==> config.mk <==
export PLATFORM = sky130hd
export DESIGN_NAME = fsm
export DESIGN_NICKNAME = d
export VERILOG_FILES = /design/src/rtl/fsm.sv
export SDC_FILE = /design/constraint.sdc
export NUM_CORES = 1
export LEC_CHECK = 0
export ABC_AREA = 1
export BUFFER_PORTS_ARGS = -buffer_cell sky130_fd_sc_hd__buf_2
export CAP_MARGIN = 20
export CORE_AREA = 2 2 39 41
export CTS_CLUSTER_SIZE = 10
export DETAILED_ROUTE_END_ITERATION = 8
export DIE_AREA = 0 0 41 43
export PLACE_DENSITY = 0.57
export SLEW_MARGIN = 10
export SYNTH_ARGS = -nofsm -noshare
export SYNTH_HDL_FRONTEND = slang
export SYNTH_SLANG_ARGS = --single-unit
export TNS_END_PERCENT = 50
==> constraint.sdc <==
create_clock -name clock -period 2 [get_ports clock]
set_input_delay 0.3 -clock clock [delete_from_list [all_inputs] [get_ports clock]]
set_output_delay 0.3 -clock clock [all_outputs]
set_load 0.02 [all_outputs]
==> src/rtl/fsm.sv <==
// Vending-machine controller: accumulates nickel credit, vends at 25 cents
// and returns any overpay as change, all outputs registered.
module fsm (
    input  logic       clock,
    input  logic       reset,
    input  logic [2:0] coin,
    output logic       vend,
    output logic [2:0] state,
    output logic [2:0] change
);

    localparam int unsigned SUM_W  = 4;
    localparam int unsigned COIN_W = 3;

    typedef enum logic [2:0] {
        IDLE       = 3'd0,
        FIVE       = 3'd1,
        TEN        = 3'd2,
        FIFTEEN    = 3'd3,
        TWENTY     = 3'd4,
        TWENTYFIVE = 3'd5
    } state_t;

    localparam logic [SUM_W-1:0] PRICE = SUM_W'(5);

    state_t           cur;
    logic [SUM_W-1:0] coin_val_c;
    logic [SUM_W-1:0] credit_c;
    logic [SUM_W-1:0] sum_c;

    // Codes 6/7 are worthless; a completed sale leaves no carried credit.
    always_comb begin
        coin_val_c = '0;
        credit_c   = '0;
        if (coin <= COIN_W'(5)) begin
            coin_val_c = SUM_W'(coin);
        end
        if (cur != TWENTYFIVE) begin
            credit_c = SUM_W'(cur);
        end
        sum_c = credit_c + coin_val_c;
    end

    always_ff @(posedge clock) begin
        if (reset) begin
            cur    <= IDLE;
            vend   <= 1'b0;
            change <= '0;
        end else if (sum_c < PRICE) begin
            cur    <= state_t'(sum_c[2:0]);
            vend   <= 1'b0;
            change <= '0;
        end else begin
            cur    <= TWENTYFIVE;
            vend   <= 1'b1;
            change <= COIN_W'(sum_c - PRICE);
        end
    end

    assign state = cur;

endmodule

; Yosys cells after proc, flatten, opt, wreduce, memory -nomap -nowiden
; Index checks and enable logic that the tools add are counted.
; W data, S select, Z words.
[op_classes]
bitwise_logic = 1
n_reduce_logical = 2
mux = 4
magnitude_cmp = 2
n_eq_ne = 1
n_addsub = 2
[op_table]
columns = op, count
row1 = $mux W3, 3
row2 = $add A3 B3 Y4, 1
row3 = $lt A4 B3 Y1 const B, 1
row4 = $reduce_or A2 Y1, 2
row5 = $le A3 B3 Y1 const B, 1
row6 = $ne A3 B3 Y1 const B, 1
row7 = $sub A3 B3 Y3 const B, 1
row8 = $mux W1, 1
row9 = $not A1 Y1, 1
[totals]
elab_cells = 16
regBits = 7
output_inout_bits = 7
in_bits = 5

; Logic depth before layout (Yosys ltp)
; Gate-level depths: netlist of the first run.
[logic_depth]
depth_word = 6
ltp_mapped = 11

; Least setup slack after synthesis of the first run
; OpenSTA, ideal clock, no wires.
[synth_timing]
kind = register to register
from = reg cur[1] (netlist: state[1])
to = reg cur[0] (netlist: state[0])
setup_ns = 0.115
slack_ns = 0.091
stages_incl_launch_ff = 12
arrival_ns = 1.793
synth_period_minus_slack_ns = 1.909
path_cell_list = dfxtp_1 -> inv_1 -> a21boi_0 -> ha_1 -> fa_1 -> inv_1 -> ha_1 -> inv_1 -> nand3_2 -> nand2_2 -> nand2_2 -> nand2_1
[synth_via]
elab_chain_cells = 5
[synth_rtl]
columns = element, line_no
row1 = "start, declared", 26  ; state_t cur;
row2 = "start signal, assigned", 50  ; cur <= state_t'(sum_c[2:0]);
row3 = $ne A3 B3 Y1, 38  ; if (cur != TWENTYFIVE) begin
row4 = $mux W3 (*), 38
row5 = $add A3 B3 Y4 (*), 41  ; sum_c = credit_c + coin_val_c;
row6 = net sum_c[1], 29  ; logic [SUM_W-1:0] sum_c;
row7 = $lt A4 B3 Y1 (*), 49  ; end else if (sum_c < PRICE) begin
row8 = $mux W3 (*), 49
; The timed path passes the listed nets; every way through them passes the cells marked *.
; A chain may end at the register's enable or synchronous reset.

; Worst setup path after layout of the first run
[layout_timing]
from = reg cur[0] (netlist: state[0])
to = reg change[1]
[layout_via]
elab_chain_cells = 5
word_cells_on_any_way = 6
classes_between = add/sub (2) / order compare (1) / eq/ne (1) / mux (1) / reduce/logical (1)
[layout_rtl]
columns = element, line_no
row1 = $ne A3 B3 Y1, 38
row2 = $mux W3 (*), 38
row3 = $add A3 B3 Y4 (*), 41
row4 = net sum_c[1], 29
row5 = $lt A4 B3 Y1, 49
row6 = $reduce_or A2 Y1 (no source line), -
row7 = "end signal, assigned", 56  ; change <= COIN_W'(sum_c - PRICE);
row8 = "end, declared", 9  ; output logic [2:0] change
; Marks and branches as above.

==> results of run 1 <==
-- area by class of cell --
class,instances,area (um^2)
clock buffer,4,26.3
fill,156,888
inverter,11,41.3
multi-input combinational,31,205
sequential,7,140
tap,16,20.0
timing repair buffer,12,62.6
-- worst paths after layout --
kind                     to  depth (start not counted)  startpoint
setup / recovery  change[1]                         10    state[0]
hold / removal     state[2]                          2       reset
setup reg to reg  change[1]                         10    state[0]
hold reg to reg   change[0]                          3    state[2]
-- sequential cells by signal (all words and copies together) (netlist names) --
register  count
change        3
state         3
vend          1
-- through the flow --
stage	std cells	utilization	total power [mW]	hold slack, ns
final	81	0.358	0.700	0.224
after floorplan	50	-	0.466	0.369
after global routing	81	0.358	0.772	0.216
after CTS	81	0.350	0.694	0.216
after global placement	77	0.331	0.559	0.495
after detailed placement	77	0.331	0.559	0.485
-- routing by layer --
layer,wire [um],vias to the layer above
met2,264,11
met1,305,144
li1,-,176
met5,0,-
met3,59,4
met4,19,0
-- power by group --
group / leakage [nW] / switching [mW] / internal, mW / total (mW)
clock: 0.0150 / 0.0498 / 0.0760 / 0.126
sequential: 0.0576 / 0.0186 / 0.189 / 0.208
combinational: 0.210 / 0.223 / 0.143 / 0.366
-- cell families after synthesis --
logic type                 synth area share
and+or+nand+nor                       0.254
buffers and inverters                 0.119
DFF                                   0.370
adders and majority gates             0.185
AOI/OAI and AO/OA                    0.0726
-- Yosys cell counts --
| library cell | number | area share |
|---|---|---|
| sky130_fd_sc_hd__fa_1 | 1 | 0.053 |
| sky130_fd_sc_hd__dfxtp_1 | 7 | 0.37 |
| sky130_fd_sc_hd__clkbuf_1 | 1 | 0.0099 |
| sky130_fd_sc_hd__inv_1 | 10 | 0.099 |
| sky130_fd_sc_hd__nand2_1 | 10 | 0.099 |
| sky130_fd_sc_hd__a21oi_1 | 1 | 0.013 |
| sky130_fd_sc_hd__inv_2 | 1 | 0.0099 |
| sky130_fd_sc_hd__ha_1 | 4 | 0.13 |
| sky130_fd_sc_hd__nor2_1 | 8 | 0.079 |
| sky130_fd_sc_hd__nand2_2 | 3 | 0.050 |
| sky130_fd_sc_hd__nand3_2 | 1 | 0.026 |
| sky130_fd_sc_hd__a21boi_0 | 3 | 0.059 |
-- timing repair --
item,in CTS,in global routing
endpoints found under the hold margin,0,0
hold buffers,0,0
endpoints found under the setup margin,0,5
gates resized for setup,0,5
buffers inserted,0,0
==> metrics.log, run 1 <==
INFO  metric status = completed
INFO  metric post-route-min-period = 1.89 ns
INFO  metric iter_0_drt_violations = 3
INFO  metric grt_use_met3 = 0.0524
INFO  metric buffer_ports.inserted = 11
INFO  metric die_extent_in_y = 43 um
INFO  metric syn-instance-count = 50
INFO  metric max-cap-violations = 0
INFO  metric worstPathMaxFanout = 5
INFO  metric core_area = 0.00138 mm^2
INFO  metric tns = 0 ns
INFO  metric final_min_period_over_clock_period = 0.947
INFO  metric die_w = 41 um
INFO  metric synthesis.nets = 60
INFO  metric timing.slew.headroom = 0.851
INFO  metric detail_route.vias_per_cell = 4.14
INFO  metric detailedRoute.firstPassIterationCount = 2
INFO  metric synth-warning-count = 0
INFO  metric detailedPlacementHpwl = 527 um
INFO  metric clkSlewWorstSetupHoldPaths = 0.05 ns
INFO  metric gp_congestion = 0.771
INFO  metric worstSetupEndpointType = flip-flop
INFO  metric cts.path.max_buffers = 2
INFO  metric drc = 0
INFO  metric synth_cell_type_count = 12
INFO  metric global_route.usage.met1 = 0.112
INFO  metric design.final.nets = 76
INFO  metric setup_slack = 0.106 ns
INFO  metric antennaDiodeCount = 0
INFO  metric tightestPinTransition = 0.222 ns
INFO  metric tritoncts = built
INFO  metric mappedNetlistArea = 379 um^2
INFO  metric setup-violations-final = 0
INFO  metric layout_common_cells = sky130_fd_sc_hd__buf_2 (11), sky130_fd_sc_hd__inv_1 (10), sky130_fd_sc_hd__nand2_1 (10), sky130_fd_sc_hd__nor2_1 (7), sky130_fd_sc_hd__dfxtp_1 (7)
INFO  metric ant_nets = 0
INFO  metric numCtsBuffers = 3
INFO  metric routed_wl = 649 um
INFO  metric groute.layer.met2.usage = 0.134
INFO  metric clock_tree.root_cell = sky130_fd_sc_hd__clkbuf_4
INFO  metric critical_path_class = reg -> reg
INFO  metric clock-sinks = 7
INFO  metric timing.clock.skew = 0.00290 ns
INFO  metric die_area = 0.00176 mm^2
INFO  metric final_area = 495 um^2
INFO  metric hold_violations = 0
INFO  metric ios = 12
INFO  metric pwrdens = 1410 mW/mm^2
INFO  metric via_count_of_the_routed_design = 335
INFO  metric synth_seq_cells = 7
INFO  metric critical_path.max_stage_delay = 0.54 ns
INFO  metric fmax = 528 MHz
INFO  metric crit_buf_inv = 2
INFO  metric timing.reg2reg.setup_slack = 0.11 ns
INFO  metric via_count_of_the_first_global_routing_pass = 313
INFO  metric first_pass_grt_wire_length = 1.12 mm
INFO  metric seq_area_frac_synth = 0.370
INFO  metric area_growth = 30.7%
INFO  metric grt_busiest_layer = met2
INFO  metric worst_ep_required_time = 2.19 ns
INFO  metric global_route.usage.total = 0.100
INFO  metric finalMaxSlewViolations = 0
INFO  metric preCtsSetupSlack = 0.0170 ns
INFO  metric placedInstanceArea = 458 um^2
INFO  metric cell_breakdown_of_the_critical_path = a21boi_2, ha_2, fa_1, inv_1, ha_2, inv_1, nand3_2, nand2_2, nand2_2, nor2_1
INFO  metric leakage = 0.283 nW
INFO  metric power.ir.vdd_worst = 0.673 mV
INFO  metric num_rows = 14
INFO  metric average_wire_per_cell_in_the_routed_design = 8.01 um
INFO  metric worst_path_dominant_cell_family = adder cells
INFO  metric grt_setup_unrepaired = no
INFO  metric clk-insertion-delay-late = 0.25 ns
INFO  metric layout.cells.most_common = sky130_fd_sc_hd__buf_2
INFO  metric hold_path.class = in -> reg
INFO  metric crit_path_start_kind = flip-flop
INFO  metric grt_antenna_before_repair = 0
INFO  metric grt_start_max_net_pins = 6
INFO  metric grt-ovfl-total = 0
INFO  metric critPathSlowestCell = sky130_fd_sc_hd__fa_1
INFO  metric h-tree-depth = 1
INFO  metric syn-mean-instance-area = 7.58 um^2
INFO  metric crit_arrival = 2.08 ns
INFO  metric layout-drive-gt1-share = 0.369
INFO  metric initial_utilization = 0.274
No activity file was read; power rests on OpenSTA's default activity.
==> run 2, diff against run 1 <==
--- a/config.mk
+++ b/config.mk
@@ -12,7 +12,7 @@
 export CTS_CLUSTER_SIZE = 10
 export DETAILED_ROUTE_END_ITERATION = 8
 export DIE_AREA = 0 0 41 43
-export PLACE_DENSITY = 0.57
+export PLACE_DENSITY_LB_ADDON = 0.25
 export SLEW_MARGIN = 10
 export SYNTH_ARGS = -nofsm -noshare
 export SYNTH_HDL_FRONTEND = slang
==> run 2 against run 1 <==
  * Sequential share of layout area decreased by 0.56 points
  * Register-to-register slack about the same
  * Setup slack worse by 0.0038 ns
  * Clock power hardly changed
  * Maximum frequency decreased by 0.20%
  * Hold slack improved by 0.017 ns
  * Largest power group unchanged
==> metrics.log, run 2 (synthesized netlist as in run 1, its figures left out) <==
INFO  metric power.ir.vdd_worst = 0.608 mV (was 0.673 mV)
INFO  metric via_count_of_the_routed_design = 330 (was 335)
INFO  metric placedInstanceArea = 458 um^2 (unchanged)
INFO  metric critical_path.max_stage_delay = 0.52 ns (was 0.54 ns)
INFO  metric detailedRoute.firstPassIterationCount = 4 (was 2)
INFO  metric die_area = 0.00176 mm^2 (unchanged)
INFO  metric share_clk_of_total_power = 0.172 (was 0.180)
INFO  metric via_count_of_the_first_global_routing_pass = 286 (was 313)
INFO  metric worstSetupEndpointType = flip-flop (unchanged)
INFO  metric critical_path_class = reg -> reg (unchanged)
INFO  metric r2r-start = state[0] (unchanged)
INFO  metric fmax = 527 MHz (was 528 MHz)
INFO  metric grt_antenna_before_repair = 0 (unchanged)
INFO  metric detail_route.vias_per_cell = 4.02 (was 4.14)
INFO  metric antennaDiodeCount = 0 (unchanged)
INFO  metric hold_path.class = in -> reg (unchanged)
INFO  metric pwrdens = 1420 mW/mm^2 (was 1410 mW/mm^2)
INFO  metric leakage = 0.296 nW (was 0.283 nW)
INFO  metric ant_nets = 0 (unchanged)
INFO  metric clkSlewWorstSetupHoldPaths = 0.05 ns (about the same)
INFO  metric clk-insertion-delay-late = 0.24 ns (was 0.25 ns)
INFO  metric layout_common_cells = sky130_fd_sc_hd__buf_2 (11), sky130_fd_sc_hd__inv_1 (10), sky130_fd_sc_hd__nand2_1 (10), sky130_fd_sc_hd__nor2_1 (7), sky130_fd_sc_hd__dfxtp_1 (7) (unchanged)
INFO  metric max-cap-violations = 0 (unchanged)
INFO  metric cts.path.max_buffers = 2 (unchanged)
INFO  metric gp_congestion = 0.718 (was 0.771)
INFO  metric drc = 0 (unchanged)
INFO  metric layout.cells.most_common = sky130_fd_sc_hd__buf_2 (unchanged)
INFO  metric seq_power_share = 0.292 (was 0.297)
INFO  metric hold_violations = 0 (unchanged)
INFO  metric finalMaxSlewViolations = 0 (unchanged)
INFO  metric global_route.usage.total = 0.0958 (was 0.100)
INFO  metric tns = 0 ns (unchanged)
INFO  metric core_area = 0.00138 mm^2 (unchanged)
INFO  metric buffer_ports.inserted = 11 (unchanged)
INFO  metric crit_buf_inv = 2 (unchanged)
INFO  metric h-tree-depth = 1 (unchanged)
INFO  metric design.final.nets = 77 (was 76)
INFO  metric tightestPinTransition = 0.244 ns (was 0.222 ns)
INFO  metric setup-violations-final = 0 (unchanged)
INFO  metric die_w = 41 um (unchanged)
INFO  metric first_pass_grt_wire_length = 1.10 mm (was 1.12 mm)
INFO  metric clock_tree.root_cell = sky130_fd_sc_hd__clkbuf_4 (unchanged)
INFO  metric crit_arrival = 2.08 ns (about the same)
INFO  metric hold_slack = 0.241 ns (was 0.224 ns)
INFO  metric timing.reg2reg.setup_slack = 0.10 ns (was 0.11 ns)
INFO  metric clock-sinks = 7 (unchanged)
INFO  metric crit_path_start_kind = flip-flop (unchanged)
INFO  metric ios = 12 (unchanged)
INFO  metric timing.slew.headroom = 0.837 (was 0.851)
INFO  metric critPathSlowestCell = sky130_fd_sc_hd__fa_1 (unchanged)
INFO  metric net_switching_power_of_the_design = 0.301 mW (was 0.292 mW)
INFO  metric numCtsBuffers = 3 (unchanged)
INFO  metric fraction_of_power_consumed_by_combinational_cells = 0.536 (was 0.523)
INFO  metric initial_utilization = 0.274 (unchanged)
INFO  metric detailedPlacementHpwl = 534 um (was 527 um)
INFO  metric cp-startpoint = state[0] (unchanged)
INFO  metric final_area = 505 um^2 (was 495 um^2)
INFO  metric worst_path_dominant_cell_family = adder cells (unchanged)
INFO  metric routed_wl = 737 um (was 649 um)
INFO  metric worst_ep_required_time = 2.18 ns (was 2.19 ns)
INFO  metric iter_0_drt_violations = 1 (was 3)
INFO  metric hold_path_startpoint = reset (unchanged)
INFO  metric power_report.internal_total = 0.416 mW (was 0.408 mW)
INFO  metric grt-ovfl-total = 0 (unchanged)
INFO  metric tritoncts = built (unchanged)
INFO  metric num_rows = 14 (unchanged)
INFO  metric area_growth = 33.3% (was 30.7%)
INFO  metric worstPathMaxFanout = 5 (unchanged)
INFO  metric grt_start_max_net_pins = 6 (unchanged)
INFO  metric final_min_period_over_clock_period = 0.949 (was 0.947)
INFO  metric cpMostUsedCell = sky130_fd_sc_hd__inv_1
INFO  metric status = completed (unchanged)
INFO  metric cell_breakdown_of_the_critical_path = a21boi_2, ha_2, fa_1, inv_1, ha_1, inv_1, nand3_2, nand2_2, nand2_4, nor2_1 (was a21boi_2, ha_2, fa_1, inv_1, ha_2, inv_1, nand3_2, nand2_2, nand2_2, nor2_1)
INFO  metric timing.clock.skew = 0.00166 ns (was 0.00290 ns)
INFO  metric post-route-min-period = 1.90 ns (was 1.89 ns)
INFO  metric average_wire_per_cell_in_the_routed_design = 8.99 um (was 8.01 um)
INFO  metric netSwitchingFraction = 0.420 (was 0.417)
INFO  metric die_extent_in_y = 43 um (unchanged)
INFO  metric layout-drive-gt1-share = 0.364 (was 0.369)
## run 2: layout make-up
| class | instances | area (um^2) |
|---|---|---|
| fill | 148 | 878 |
| tap | 16 | 20.0 |
| timing repair buffer | 13 | 70.1 |
| clock buffer | 4 | 26.3 |
| inverter | 11 | 41.3 |
| multi-input combinational | 31 | 208 |
| sequential | 7 | 140 |
## run 2: stage by stage
step / total power [mW] / worst slack [ns] / utilization / instances
floorplan: 0.466 / 0.0913 / - / 50
global placement: 0.560 / 0.0265 / 0.331 / 77
detailed placement: 0.561 / 0.0171 / 0.331 / 77
CTS: 0.693 / 0.0575 / 0.350 / 81
global route: 0.786 / -0.0279 / 0.365 / 82
finish: 0.717 / 0.103 / 0.365 / 82
## run 2: power groups by stage
stage	logic [mW]	clock network, mW	registers [mW]
finish	0.385	0.123	0.209
global route	0.432	0.139	0.216
CTS	0.356	0.128	0.209
detailed placement	0.351	0	0.210
global placement	0.351	0	0.209
floorplan	0.193	0	0.273
## run 2: routing by layer
metal | track usage | routed length [um] | share of wire | vias to the layer above
li1 | - | - | - | 180
met1 | 0.111 | 304 | 0.41 | 138
met2 | 0.134 | 365 | 0.50 | 10
met3 | 0.0628 | 61 | 0.083 | 2
met4 | 0.0400 | 6 | 0.0081 | 0
met5 | 0 | 0 | 0 | -
## run 2: path summary, 6_finish.rpt
kind,end,depth (start not counted)
setup / recovery,change[2],10
hold / removal,state[2],2
setup reg to reg,change[2],10
hold reg to reg,change[0],3
## run 2: timing repair
| action | in CTS | in global routing |
|---|---|---|
| resized for setup | 0 | 5 |
| setup endpoints to repair | 0 | 5 |
| buffers inserted | 0 | 1 |
| hold buffers | 0 | 0 |
